<file path="src/rtl/seg_rw_arbiter.sv">
// Round-robin arbiter sharing one read/write segment operator between NREQ
// requesters. Issued accesses are tagged in an in-order FIFO so returned read
// data can be routed back to its owner; end-of-stream is collected from every
// requester, forwarded to the segment, then broadcast back to all requesters.
module seg_rw_arbiter #(
    parameter int NREQ      = 2,
    parameter int AW        = 16,
    parameter int DW        = 32,
    parameter int TAG_DEPTH = 4
) (
    input  logic                 clock,
    input  logic                 reset,
    input  logic [NREQ*AW-1:0]   req_addr_d,
    input  logic [NREQ-1:0]      req_addr_e,
    input  logic [NREQ-1:0]      req_addr_v,
    output logic [NREQ-1:0]      req_addr_b,
    input  logic [NREQ*DW-1:0]   req_dataW_d,
    input  logic [NREQ-1:0]      req_dataW_e,
    input  logic [NREQ-1:0]      req_dataW_v,
    output logic [NREQ-1:0]      req_dataW_b,
    input  logic [NREQ-1:0]      req_write_d,
    input  logic [NREQ-1:0]      req_write_e,
    input  logic [NREQ-1:0]      req_write_v,
    output logic [NREQ-1:0]      req_write_b,
    output logic [NREQ*DW-1:0]   req_dataR_d,
    output logic [NREQ-1:0]      req_dataR_e,
    output logic [NREQ-1:0]      req_dataR_v,
    input  logic [NREQ-1:0]      req_dataR_b,
    output logic [AW-1:0]        seg_addr_d,
    output logic                 seg_addr_e,
    output logic                 seg_addr_v,
    input  logic                 seg_addr_b,
    output logic [DW-1:0]        seg_dataW_d,
    output logic                 seg_dataW_e,
    output logic                 seg_dataW_v,
    input  logic                 seg_dataW_b,
    output logic                 seg_write_d,
    output logic                 seg_write_e,
    output logic                 seg_write_v,
    input  logic                 seg_write_b,
    input  logic [DW-1:0]        seg_dataR_d,
    input  logic                 seg_dataR_e,
    input  logic                 seg_dataR_v,
    output logic                 seg_dataR_b,
    output logic                 err
);
    localparam int IDX_W = (NREQ > 1) ? $clog2(NREQ) : 1;
    localparam int PTR_W = $clog2(TAG_DEPTH);
    localparam logic [PTR_W:0] FULL_CNT = (PTR_W+1)'(TAG_DEPTH);

    localparam logic [2:0] ST_IDLE = 3'd0;
    localparam logic [2:0] ST_RUN  = 3'd1;
    localparam logic [2:0] ST_SEOS = 3'd2;
    localparam logic [2:0] ST_REOS = 3'd3;
    localparam logic [2:0] ST_FIN  = 3'd4;

    logic [2:0]       state_r;
    logic [IDX_W-1:0] ptr_r;
    logic             lock_v_r;
    logic [IDX_W-1:0] lock_g_r;
    logic [NREQ-1:0]  done_r;
    logic [2:0]       seos_acc_r;
    logic [NREQ-1:0]  reos_acc_r;
    logic             err_r;
    logic [IDX_W-1:0] tag_owner_r [TAG_DEPTH];
    logic [TAG_DEPTH-1:0] tag_wr_r;
    logic [PTR_W-1:0] wr_ptr_r;
    logic [PTR_W-1:0] rd_ptr_r;
    logic [PTR_W:0]   count_r;

    logic [NREQ-1:0]  elig_s;
    logic [IDX_W-1:0] idx_s;
    logic [IDX_W-1:0] cand_s;
    logic             cand_found_s;
    logic [IDX_W-1:0] gnt_s;
    logic             run_s;
    logic             full_s;
    logic             empty_s;
    logic             eos_s;
    logic             issue_s;
    logic             stall_s;
    logic             push_s;
    logic             pop_s;
    logic             spur_s;
    logic [2:0]       seos_take_s;
    logic [NREQ-1:0]  reos_take_s;
    logic [IDX_W-1:0] head_owner_s;
    logic             head_wr_s;
    logic             resp_en_s;

    assign run_s        = (state_r == ST_RUN);
    assign full_s       = (count_r == FULL_CNT);
    assign empty_s      = (count_r == '0);
    assign elig_s       = req_addr_v & req_dataW_v & req_write_v & ~done_r;
    assign gnt_s        = lock_v_r ? lock_g_r : cand_s;
    assign stall_s      = seg_addr_b | seg_dataW_b | seg_write_b;
    // Streams of a requester are aligned, so any eos flag on its triple ends it.
    assign eos_s        = run_s && !lock_v_r && cand_found_s &&
                          (req_addr_e[cand_s] | req_dataW_e[cand_s] | req_write_e[cand_s]);
    // Fullness uses the registered count: a same-cycle pop cannot unblock issue.
    assign issue_s      = run_s && (lock_v_r || (cand_found_s && !eos_s && !full_s));
    assign push_s       = issue_s && !stall_s;
    assign head_owner_s = tag_owner_r[rd_ptr_r];
    assign head_wr_s    = tag_wr_r[rd_ptr_r];
    assign resp_en_s    = (state_r == ST_RUN) || (state_r == ST_SEOS) || (state_r == ST_REOS);
    assign seos_take_s  = {seg_write_v & ~seg_write_b, seg_dataW_v & ~seg_dataW_b, seg_addr_v & ~seg_addr_b};
    assign reos_take_s  = req_dataR_v & req_dataR_e & ~req_dataR_b;
    assign err          = err_r;

    // Round-robin search: first eligible requester after the pointer.
    always_comb begin
        cand_found_s = 1'b0;
        cand_s       = '0;
        idx_s        = '0;
        for (int k = 1; k <= NREQ; k++) begin
            idx_s = IDX_W'((int'(ptr_r) + k) % NREQ);
            if (!cand_found_s && elig_s[idx_s]) begin
                cand_found_s = 1'b1;
                cand_s       = idx_s;
            end else begin
                cand_s = cand_s;
            end
        end
    end

    // Access path and segment-side eos: combinational forwarding of the granted requester.
    always_comb begin
        req_addr_b  = '1;
        req_dataW_b = '1;
        req_write_b = '1;
        seg_addr_d  = '0;
        seg_dataW_d = '0;
        seg_write_d = 1'b0;
        seg_addr_v  = 1'b0;
        seg_dataW_v = 1'b0;
        seg_write_v = 1'b0;
        seg_addr_e  = 1'b0;
        seg_dataW_e = 1'b0;
        seg_write_e = 1'b0;
        case (state_r)
            ST_RUN: begin
                if (issue_s) begin
                    seg_addr_d          = req_addr_d[int'(gnt_s)*AW +: AW];
                    seg_dataW_d         = req_dataW_d[int'(gnt_s)*DW +: DW];
                    seg_write_d         = req_write_d[gnt_s];
                    seg_addr_v          = 1'b1;
                    seg_dataW_v         = 1'b1;
                    seg_write_v         = 1'b1;
                    req_addr_b[gnt_s]   = stall_s;
                    req_dataW_b[gnt_s]  = stall_s;
                    req_write_b[gnt_s]  = stall_s;
                end else if (eos_s) begin
                    req_addr_b[cand_s]  = 1'b0;
                    req_dataW_b[cand_s] = 1'b0;
                    req_write_b[cand_s] = 1'b0;
                end else begin
                    seg_addr_v = 1'b0;
                end
            end
            ST_SEOS: begin
                seg_addr_v  = ~seos_acc_r[0];
                seg_addr_e  = ~seos_acc_r[0];
                seg_dataW_v = ~seos_acc_r[1];
                seg_dataW_e = ~seos_acc_r[1];
                seg_write_v = ~seos_acc_r[2];
                seg_write_e = ~seos_acc_r[2];
            end
            default: begin
                seg_addr_v = 1'b0;
            end
        endcase
    end

    // Response routing: head-of-FIFO owner receives reads; writes and strays are dropped.
    always_comb begin
        seg_dataR_b = 1'b1;
        req_dataR_d = '0;
        req_dataR_v = '0;
        req_dataR_e = '0;
        pop_s       = 1'b0;
        spur_s      = 1'b0;
        if (resp_en_s) begin
            if (seg_dataR_e) begin
                seg_dataR_b = 1'b0;
            end else if (empty_s) begin
                seg_dataR_b = 1'b0;
                spur_s      = seg_dataR_v;
            end else if (head_wr_s) begin
                seg_dataR_b = 1'b0;
                pop_s       = seg_dataR_v;
            end else begin
                req_dataR_v[head_owner_s]                 = seg_dataR_v;
                req_dataR_d[int'(head_owner_s)*DW +: DW] = seg_dataR_d;
                seg_dataR_b = req_dataR_b[head_owner_s];
                pop_s       = seg_dataR_v & ~req_dataR_b[head_owner_s];
            end
        end else begin
            seg_dataR_b = 1'b1;
        end
        if (state_r == ST_REOS) begin
            req_dataR_v = ~reos_acc_r;
            req_dataR_e = ~reos_acc_r;
        end else begin
            req_dataR_e = '0;
        end
    end

    // Sequencing FSM with per-stream eos acceptance tracking.
    always_ff @(posedge clock or negedge reset) begin
        if (!reset) begin
            state_r    <= ST_IDLE;
            seos_acc_r <= 3'b000;
            reos_acc_r <= '0;
        end else begin
            case (state_r)
                ST_IDLE: state_r <= ST_RUN;
                ST_RUN: begin
                    if ((&done_r) && empty_s) begin
                        state_r <= ST_SEOS;
                    end else begin
                        state_r <= ST_RUN;
                    end
                end
                ST_SEOS: begin
                    seos_acc_r <= seos_acc_r | seos_take_s;
                    if (&(seos_acc_r | seos_take_s)) begin
                        state_r <= ST_REOS;
                    end else begin
                        state_r <= ST_SEOS;
                    end
                end
                ST_REOS: begin
                    reos_acc_r <= reos_acc_r | reos_take_s;
                    if (&(reos_acc_r | reos_take_s)) begin
                        state_r <= ST_FIN;
                    end else begin
                        state_r <= ST_REOS;
                    end
                end
                ST_FIN:  state_r <= ST_FIN;
                default: state_r <= ST_IDLE;
            endcase
        end
    end

    // Arbitration state: pointer, grant lock across stalls, per-requester done flags.
    always_ff @(posedge clock or negedge reset) begin
        if (!reset) begin
            ptr_r    <= IDX_W'(NREQ - 1);
            lock_v_r <= 1'b0;
            lock_g_r <= '0;
            done_r   <= '0;
        end else begin
            lock_v_r <= issue_s & stall_s;
            lock_g_r <= gnt_s;
            if (push_s) begin
                ptr_r <= gnt_s;
            end else begin
                ptr_r <= ptr_r;
            end
            if (eos_s) begin
                done_r[cand_s] <= 1'b1;
            end else begin
                done_r <= done_r;
            end
        end
    end

    // In-order tag FIFO of {owner, write} for every issued access.
    always_ff @(posedge clock or negedge reset) begin
        if (!reset) begin
            wr_ptr_r <= '0;
            rd_ptr_r <= '0;
            count_r  <= '0;
            tag_wr_r <= '0;
            for (int i = 0; i < TAG_DEPTH; i++) begin
                tag_owner_r[i] <= '0;
            end
        end else begin
            if (push_s) begin
                tag_owner_r[wr_ptr_r] <= gnt_s;
                tag_wr_r[wr_ptr_r]    <= seg_write_d;
                wr_ptr_r              <= wr_ptr_r + PTR_W'(1);
            end else begin
                wr_ptr_r <= wr_ptr_r;
            end
            if (pop_s) begin
                rd_ptr_r <= rd_ptr_r + PTR_W'(1);
            end else begin
                rd_ptr_r <= rd_ptr_r;
            end
            count_r <= count_r + (PTR_W+1)'(push_s) - (PTR_W+1)'(pop_s);
        end
    end

    // Sticky error: a data token arrived with nothing outstanding.
    always_ff @(posedge clock or negedge reset) begin
        if (!reset) begin
            err_r <= 1'b0;
        end else begin
            err_r <= err_r | spur_s;
        end
    end
endmodule

</file>
<file path="config.mk">
export PLATFORM = sky130hd
export DESIGN_NAME = seg_rw_arbiter
export DESIGN_NICKNAME = d
export VERILOG_FILES = /design/src/rtl/seg_rw_arbiter.sv
export SDC_FILE = /design/constraint.sdc
export NUM_CORES = 1
export LEC_CHECK = 0
export BUFFER_PORTS_ARGS = -buffer_cell sky130_fd_sc_hd__clkbuf_2
export CAP_MARGIN = 25
export CORE_AREA = 3 3 108 110
export CTS_BUF_LIST = sky130_fd_sc_hd__clkbuf_2 sky130_fd_sc_hd__clkbuf_4 sky130_fd_sc_hd__clkbuf_8
export CTS_CLUSTER_DIAMETER = 100
export CTS_CLUSTER_SIZE = 12
export DETAILED_ROUTE_END_ITERATION = 8
export DIE_AREA = 0 0 111 113
export GPL_TIMING_DRIVEN = 0
export PLACE_DENSITY_LB_ADDON = 0.12
export SKIP_CTS_REPAIR_TIMING = 1
export SLEW_MARGIN = 10
export SYNTH_ARGS = -nofsm -noshare
export SYNTH_HDL_FRONTEND = slang
export SYNTH_SLANG_ARGS = --single-unit
export TNS_END_PERCENT = 1
</file>
<file path="constraint.sdc">
create_clock -name clock -period 7.6 [get_ports clock]
set_input_delay 0.38 -clock clock [delete_from_list [all_inputs] [get_ports clock]]
set_output_delay 0.38 -clock clock [all_outputs]
set_load 0.1 [all_outputs]
</file>
; ---- After elaboration in Yosys (flattened, before gate mapping)
; Cells that the tools add are included.
[totals]
inputBits = 151
elab_cells = 185
reg_bits = 29
output_inout_bits = 131
[classes]
n_mux = 77
shift = 4
order_cmp = 14
n_reduce_logical = 27
add_sub_neg = 7
bitwise = 35
eq_ne = 5
[op_table]
columns = cell, count
row1 = 64-bit two-way mux, 4
row2 = 64-bit bitwise AND, 1
row3 = 32-bit two-way mux, 2
row4 = "32-bit by 33-bit variable shift with 64-bit output, first input constant", 1
row5 = 32-bit by 33-bit indexed part select with 64-bit output, 1
row6 = 64-bit by 7-bit indexed part select with 32-bit output, 1
row7 = 1-bit two-way mux, 45
row8 = 6-bit negation with 33-bit output, 1
row9 = 16-bit two-way mux, 2
row10 = 32-bit by 6-bit indexed part select with 16-bit output, 1
row11 = 2-bit two-way mux, 10
row12 = 3-bit one-hot mux with 5 select lines, 1
row13 = 1-bit logical AND, 14
row14 = 2-bit bitwise AND, 6
row15 = "1-bit by 2-bit < comparator with 1-bit output, second input constant", 5
row16 = 2-bit NOT, 5
row17 = 4-bit bitwise mux, 2
row18 = 1-bit NOT, 7
row19 = "3-bit by 2-bit equality test with 1-bit output, second input constant", 2
row20 = "3-bit equality test, second input constant", 2
row21 = "3-bit >= comparator, second input constant", 2
row22 = 3-bit zero test, 2
row23 = "2-bit by 3-bit < comparator with 1-bit output, second input constant", 2
row24 = 2-bit NOT with 3-bit output, 2
row25 = other kinds (21), 48

; ---- Logic depth before layout (Yosys ltp)
; Gate-level depths: netlist (run 1).
[logic_depth]
depth_word = 26
ltp_mapped = 11
depth_no_buf = 11

; ---- Worst setup path after synthesis (run 1)
; OpenSTA, ideal clock, no wires.
[synth_path]
kind = register -> output
startpoint = reg rd_ptr_r[0]
endpoint = out seg_dataR_b
arrival_ns = 3.469
slack_ns = 3.751
n_path_buf = 0
stages_incl_launch_ff = 5
cell_sequence = dfrtp_1 -> mux4_2 -> mux2i_1 -> nand2b_1 -> o31ai_1
[synth_via]
elab_chain_len = 10
word_cells_on_any_way = 12
classes_between = mux: 11 / bitwise: 1
[synth_rtl]
columns = item, line
row1 = from (decl), 68  ; logic [PTR_W-1:0] rd_ptr_r;
row2 = from (signal assigned), 288  ; rd_ptr_r <= rd_ptr_r + PTR_W'(1);
row3 = from (signal assigned), 290  ; rd_ptr_r <= rd_ptr_r;
row4 = 2-bit NOT with 3-bit output (implied by the code), 103  ; assign head_owner_s = tag_owner_r[rd_ptr_r];
row5 = 1-bit binary-select mux with 2-bit select, 103
row6 = 1-bit two-way mux (implied by the code) (2 in series), 103
row7 = 1-bit two-way mux (implied by the code) (2 in series), 194  ; seg_dataR_b = req_dataR_b[head_owner_s];
row8 = 1-bit two-way mux (*), 188  ; end else if (head_wr_s) begin
row9 = 1-bit two-way mux (*), 185  ; end else if (empty_s) begin
row10 = 1-bit two-way mux (*), 183  ; if (seg_dataR_e) begin
row11 = 1-bit two-way mux (*), 182  ; if (resp_en_s) begin
row12 = to (decl), 44  ; output logic seg_dataR_b,
; Mark *: on every way between the ends. The rest lies on a longest branch, timed or not. The select of a mux whose other input is x is not followed.

; ---- Worst setup path after layout (run 1)
[layout_path]
startpoint = reg count_r[1]
endpoint = out req_dataR_d[47]
[layout_via]
elab_chain_len = 4
[layout_rtl]
columns = item, line
row1 = from (decl), 69  ; logic [PTR_W:0] count_r;
row2 = from (signal assigned), 292  ; count_r <= count_r + (PTR_W+1)'(push_s) - (PTR_W+1)'(pop_s);
row3 = 3-bit zero test, 93  ; assign empty_s = (count_r == '0);
row4 = 64-bit two-way mux, 185
row5 = 64-bit two-way mux, 183
row6 = 64-bit two-way mux, 182
row7 = to (decl), 25  ; output logic [NREQ*DW-1:0] req_dataR_d,
; Every way passes these cells.

==> out/metrics.yaml, run 1 <==
outcome:
  status: "complete, no violations"
synthesis:
  netlist_instances: 384
  syn_nets: 542
  synth.yosys.seq_area_share_pct: 26.1
  yosysTopAreaCellShare_pct: 25.1
  synth_ff_type: "dfrtp_1"
  yosys.cell_types.count: 50
  async_reset_ff_share_pct: 100
  synth_area_um2: 2790
  synth-edff-count: 0
  synth.most_common_cell: "nand2_1"
  avgSynthCellArea_um2: 7.26
  synth_area_leaders: "dfrtp_1 (25%), and3_1 (15%), nand2_1 (14%), a21oi_1 (8.8%), mux2_2 (4.4%)"
  synth-seq-cells: 29
  yosysWarningCount: 0
  synth_area_leader_cell: "dfrtp_1"
  netlist_top_cells_count: "nand2_1 (101), and3_1 (68), a21oi_1 (49)"
routing:
  ant_nets: 0
  drcViolationCount: 0
  wl_um: 11500
  route.vias.total: 3787
  wl_per_cell_um: 14.1
  via_per_inst: 4.66
  initialDrtViolationCount: 116
  drtPass1Iterations: 4
setup_path:
  path_max_fanout: 10
  cp_top_family: "simple AND/OR/NAND/NOR gates"
  crit_slowest_cell: "nor4_1"
  crit_chain: "nor3_1 -> nor4_1 -> buf_2 -> clkbuf_1 -> and3_1 -> clkbuf_2"
  crit_arrival_ps: 2870
  worstPathRequired_ps: 7220
  cp_slowest_stage_delay_ps: 720
  crit_type: "register to output pin"
  end_kind: "output pin"
  startpoint_type: "register"
  path_buf_inv: 3
sta:
  slew_viol_final: 0
  setup_slack_ps: 4350
  skew_ps: 6.43
  tightest_slew_ps: 843
  setup_tns_ps: 0
  fmax_ghz: 0.308
  setup_viol: 0
  period_needed_ps: 3250
  min_period_over_period_pct: 42.7
  maxSlewHeadroom_pct: 43.3
  hold_ws_ps: 134
  hold_viol_final: 0
  rsz0062_at_grt: "no"
global_routing:
  grt_pass1_vias: 3765
  grt_util_all_layers_pct: 17.4
  grt_first_pass_wirelength_um: 18400
  grt_overflow_total: 0
  grt_max_degree: 30
  antenna_found_initial: 0
floorplanning:
  initial_core_util_pct: 25.8
  std_cell_rows: 38
  coreArea_um2: 10800
  dieArea_um2: 12500
  die_w_um: 111
  dieHeight_um: 113
  ioPinCount: 282
finish:
  fin_area_um2: 4450
  drive_gt1_share_pct: 49.2
  area_growth_pct: 59.9
  diodes: 0
  fin_nets: 830
clocking:
  clkTransAtPathRegs_ps: 70
  cts_sinks: 29
  numCtsBuffers: 5
  clockBufferDepth: 2
  h-tree-depth: 2
  clk_latency_ps: 280
  cts_tree: "built"
  cts-root-buf: "clkbuf_8"
power_and_ir_drop:
  ir_worst_vdd_mv: 0.277
  leakagePower_nw: 2.75
  power.density_nw_per_um2: 290
place:
  pre_cts_slack_ps: 4610
  dpl.hpwl_um: 9740
  gp_congestion: 0.879
  io_buffer_count: 281
  placed_area_um2: 4370
flow_run:
  drv_cap: 0
min_path:
  hp-class: "input port to asynchronous set/reset pin"
[path summary, 6_finish.rpt]
path	from	to	slack (ps)	cells after the start
max	count_r[1]	req_dataR_d[47]	4350	6
min	reset	seos_acc_r[2]	130	1
max reg2reg	rd_ptr_r[0]	count_r[2]	4780	11
min reg2reg	err	err	470	1
max in group asynchronous	reset	wr_ptr_r[0]	7000	1
min in group clock	req_dataR_b[0]	reos_acc_r[0]	310	2
[kinds of logic after synthesis]
logic type | after synthesis | synth area share (%)
adders and majority gates | 7 | 3.41
buffers and inverters | 45 | 8.35
xor gates and xnor gates | 5 | 1.57
muxes | 15 | 7.23
and+or+nand+nor | 206 | 36.8
AOI/OAI and AO/OA | 77 | 16.6
DFF | 29 | 26.1
[worst reg2reg max path, delay by kind of cell, from the launching register on]
family | cells | cell delay (ps)
adder cells (fa/ha/maj) | 3 | 780
buffers and inverters | 2 | 110
multiplexers | 2 | 760
AND/OR/NAND/NOR | 2 | 340
flip-flops | 1 | 460
XOR/XNOR | 2 | 270
[placed cells by master, fill, tap and decap left out, types with 6 or more instances in the layout]
cell type  synthesis  final
dfrtp_1           28     28
ha_1               6      6
nor2_1            11     11
clkbuf_1          19     19
nand2_1          101    101
a21oi_1           49     49
inv_1              9      9
mux2_2            11     11
clkbuf_2           1    282
and3_1            68     68
[stage by stage]
step | utilization, % | std cells | total power, mW
after floorplan | - | 384 | 0.994
after global placement | 40.5 | 805 | 1.16
after detailed placement | 40.5 | 805 | 1.17
after CTS | 41.3 | 813 | 1.30
after global routing | 41.3 | 813 | 1.37
final | 41.3 | 813 | 1.29
[metal layers]
| metal | GRT usage (%) | share of wire, % |
|---|---|---|
| met1 | 19.6 | 39 |
| met2 | 33.2 | 53 |
| met3 | 4.60 | 7.2 |
| met4 | 3.04 | 1.2 |
| met5 | 0 | 0 |
[sequential cells by signal, indices dropped and copies added (netlist names)]
signal       flops
count_r          3
done_r           2
err              1
lock_g_r         1
lock_v_r         1
ptr_r            1
rd_ptr_r         2
reos_acc_r       2
seos_acc_r       3
state_r          3
tag_owner_r      4
tag_wr_r         4
wr_ptr_r         2
[layout make-up]
class                   instances  area [um2]
fillers                      1153        6340
inverters                      10        37.5
repair buffers                281        1410
plain buffers                  35         195
clock inverters                 2        10.0
multi-input cells             310        1830
clock buffers                   6        76.3
flip-flops and latches         29         727
well taps                     140         175
[report_power, final]
part           internal [mW]  switching, mW
logic                  0.191          0.728
clock network         0.0668         0.0588
registers              0.200         0.0485
total                  0.458          0.835
Note: power is estimated with default switching activity, not from simulation.
==> inputs of run 2 (changes only) <==
clock period = 3 ns   (was 7.6 ns; I/O delays follow)
==> out/metrics.yaml, run 2 (synthesis results as in run 1) <==
setup_path:
  path_max_fanout: 10
  worstPathRequired_ps: 2850
  critPathLaunch: "done_r[1]"
  r2r-start: "count_r[1]"
  crit_type: "register to output pin"
  crit_arrival_ps: 2720
  startpoint_type: "register"
  end_kind: "output pin"
sta:
  hold_viol_final: 0
  fmax_ghz: 0.348
  min_period_over_period_pct: 95.7
  slew_viol_final: 0
  tightest_slew_ps: 867
  rsz0062_at_grt: "yes"
  period_needed_ps: 2870
  skew_ps: 6.80
  maxSlewHeadroom_pct: 41.8
  setup_viol: 0
clocking:
  cts_tree: "built"
  cts-root-buf: "clkbuf_8"
  cts_sinks: 29
  h-tree-depth: 2
  clk_latency_ps: 280
  clockBufferDepth: 2
  numCtsBuffers: 5
  clkTransAtPathRegs_ps: 60
finish:
  multi_input_area_um2: 1850
  final_cell_mix: "clkbuf_2 (250), nand2_1 (101), and3_1 (68)"
  area_growth_pct: 62.9
  layoutNonFillerInstCount: 814
  reg.largest.list: "tag_owner_r (4), tag_wr_r (4)"
  fin_nets: 831
  drive_gt1_share_pct: 49.7
  diodes: 0
  ff_latch_area_um2: 727
  final_common_cell: "clkbuf_2"
  fillers: 1128
floorplanning:
  std_cell_rows: 38
  dieHeight_um: 113
  coreArea_um2: 10800
  die_w_um: 111
  ioPinCount: 282
  dieArea_um2: 12500
  initial_core_util_pct: 25.8
power_and_ir_drop:
  clkPwrFrac_pct: 9.7
  leakagePower_nw: 2.78
  ir_worst_vdd_mv: 0.704
  comb_power_share_pct: 71.2
  p_switching_mw: 2.13
  seqPwrFrac_pct: 19.1
  p_sw_share_pct: 64.5
  power.density_nw_per_um2: 729
  internal_power_mw: 1.17
  total_power_mw: 3.31
min_path:
  min_from: "seg_dataW_b"
  hp-class: "input port to register"
global_routing:
  grt_max_degree: 30
  grt_util_all_layers_pct: 17.4
  grt_overflow_total: 0
  grt_pass1_vias: 3758
  antenna_found_initial: 0
  grt_first_pass_wirelength_um: 18300
routing:
  wl_um: 11600
  via_per_inst: 4.69
  ant_nets: 0
  initialDrtViolationCount: 223
  wl_per_cell_um: 14.2
  drcViolationCount: 0
  route.vias.total: 3819
  drtPass1Iterations: 4
place:
  dpl.hpwl_um: 9830
  io_buffer_count: 281
  gp_congestion: 0.916
  dp_cells: 805
flow_run:
  drv_cap: 0
outcome:
  status: "complete, no violations"
## run 2: per-layer routing
layer / vias to the layer above / wire (um) / share of wire [%] / global-route usage [%]
met5: - / 0 / 0 / 0
met4: 0 / 281 / 2.4 / 5.09
met3: 18 / 867 / 7.5 / 3.80
met2: 181 / 6090 / 53 / 32.4
met1: 1705 / 4330 / 37 / 20.0
li1: 1915 / - / - / -
## run 2: power by group through the flow
stage	Sequential (mW)	Clock (mW)	Combinational, mW
2_1_floorplan	0.650	0	1.87
3_3_place_gp	0.634	0	2.33
3_5_place_dp	0.638	0	2.34
4_1_cts	0.631	0.329	2.35
5_1_grt	0.657	0.347	2.48
6_report	0.633	0.321	2.35
## run 2: through the flow
| stage | setup WS [ps] | util (%) | setup TNS [ps] | instance area, um2 | hold slack [ps] |
|---|---|---|---|---|---|
| finish | 129 | 42.0 | 0 | 4540 | 77.0 |
| global route | -30.7 | 42.0 | -61.3 | 4540 | 79.2 |
| CTS | -134 | 41.3 | -3030 | 4460 | -56.8 |
| detailed placement | 95.2 | 40.5 | 0 | 4370 | 251 |
| global placement | 154 | 40.5 | 0 | 4370 | 244 |
| floorplan | -352 | - | -4330 | 2790 | -146 |
## run 2: area by class of cell
type	instances	area share, %
repair buffers	282	32.3
flip-flops and latches	29	16.0
clock inverters	2	0.221
multi-input cells	310	40.7
plain buffers	35	4.33
well taps	140	3.86
clock buffers	6	1.68
inverters	10	0.827
## run 2: critical path, cell delays in order (launching register included)
cell and delay (ps):
dfrtp_1 410, nand4b_1 270, a21oi_1 300, mux2i_4 170, inv_2 190, clkbuf_1 380
nand2_1 100, a21oi_1 240, clkbuf_4 380
## run 2: path summary, 6_finish.rpt
check / end / slack (ps) / cells after the start
worst max-delay path: seg_addr_d[9] / 130 / 8
worst max register to register: count_r[2] / 190 / 10
max in group asynchronous: lock_g_r / 2050 / 2
worst min register to register: err / 480 / 1
worst min-delay path: seos_acc_r[1] / 80 / 2
min in group asynchronous: seos_acc_r[2] / 470 / 2
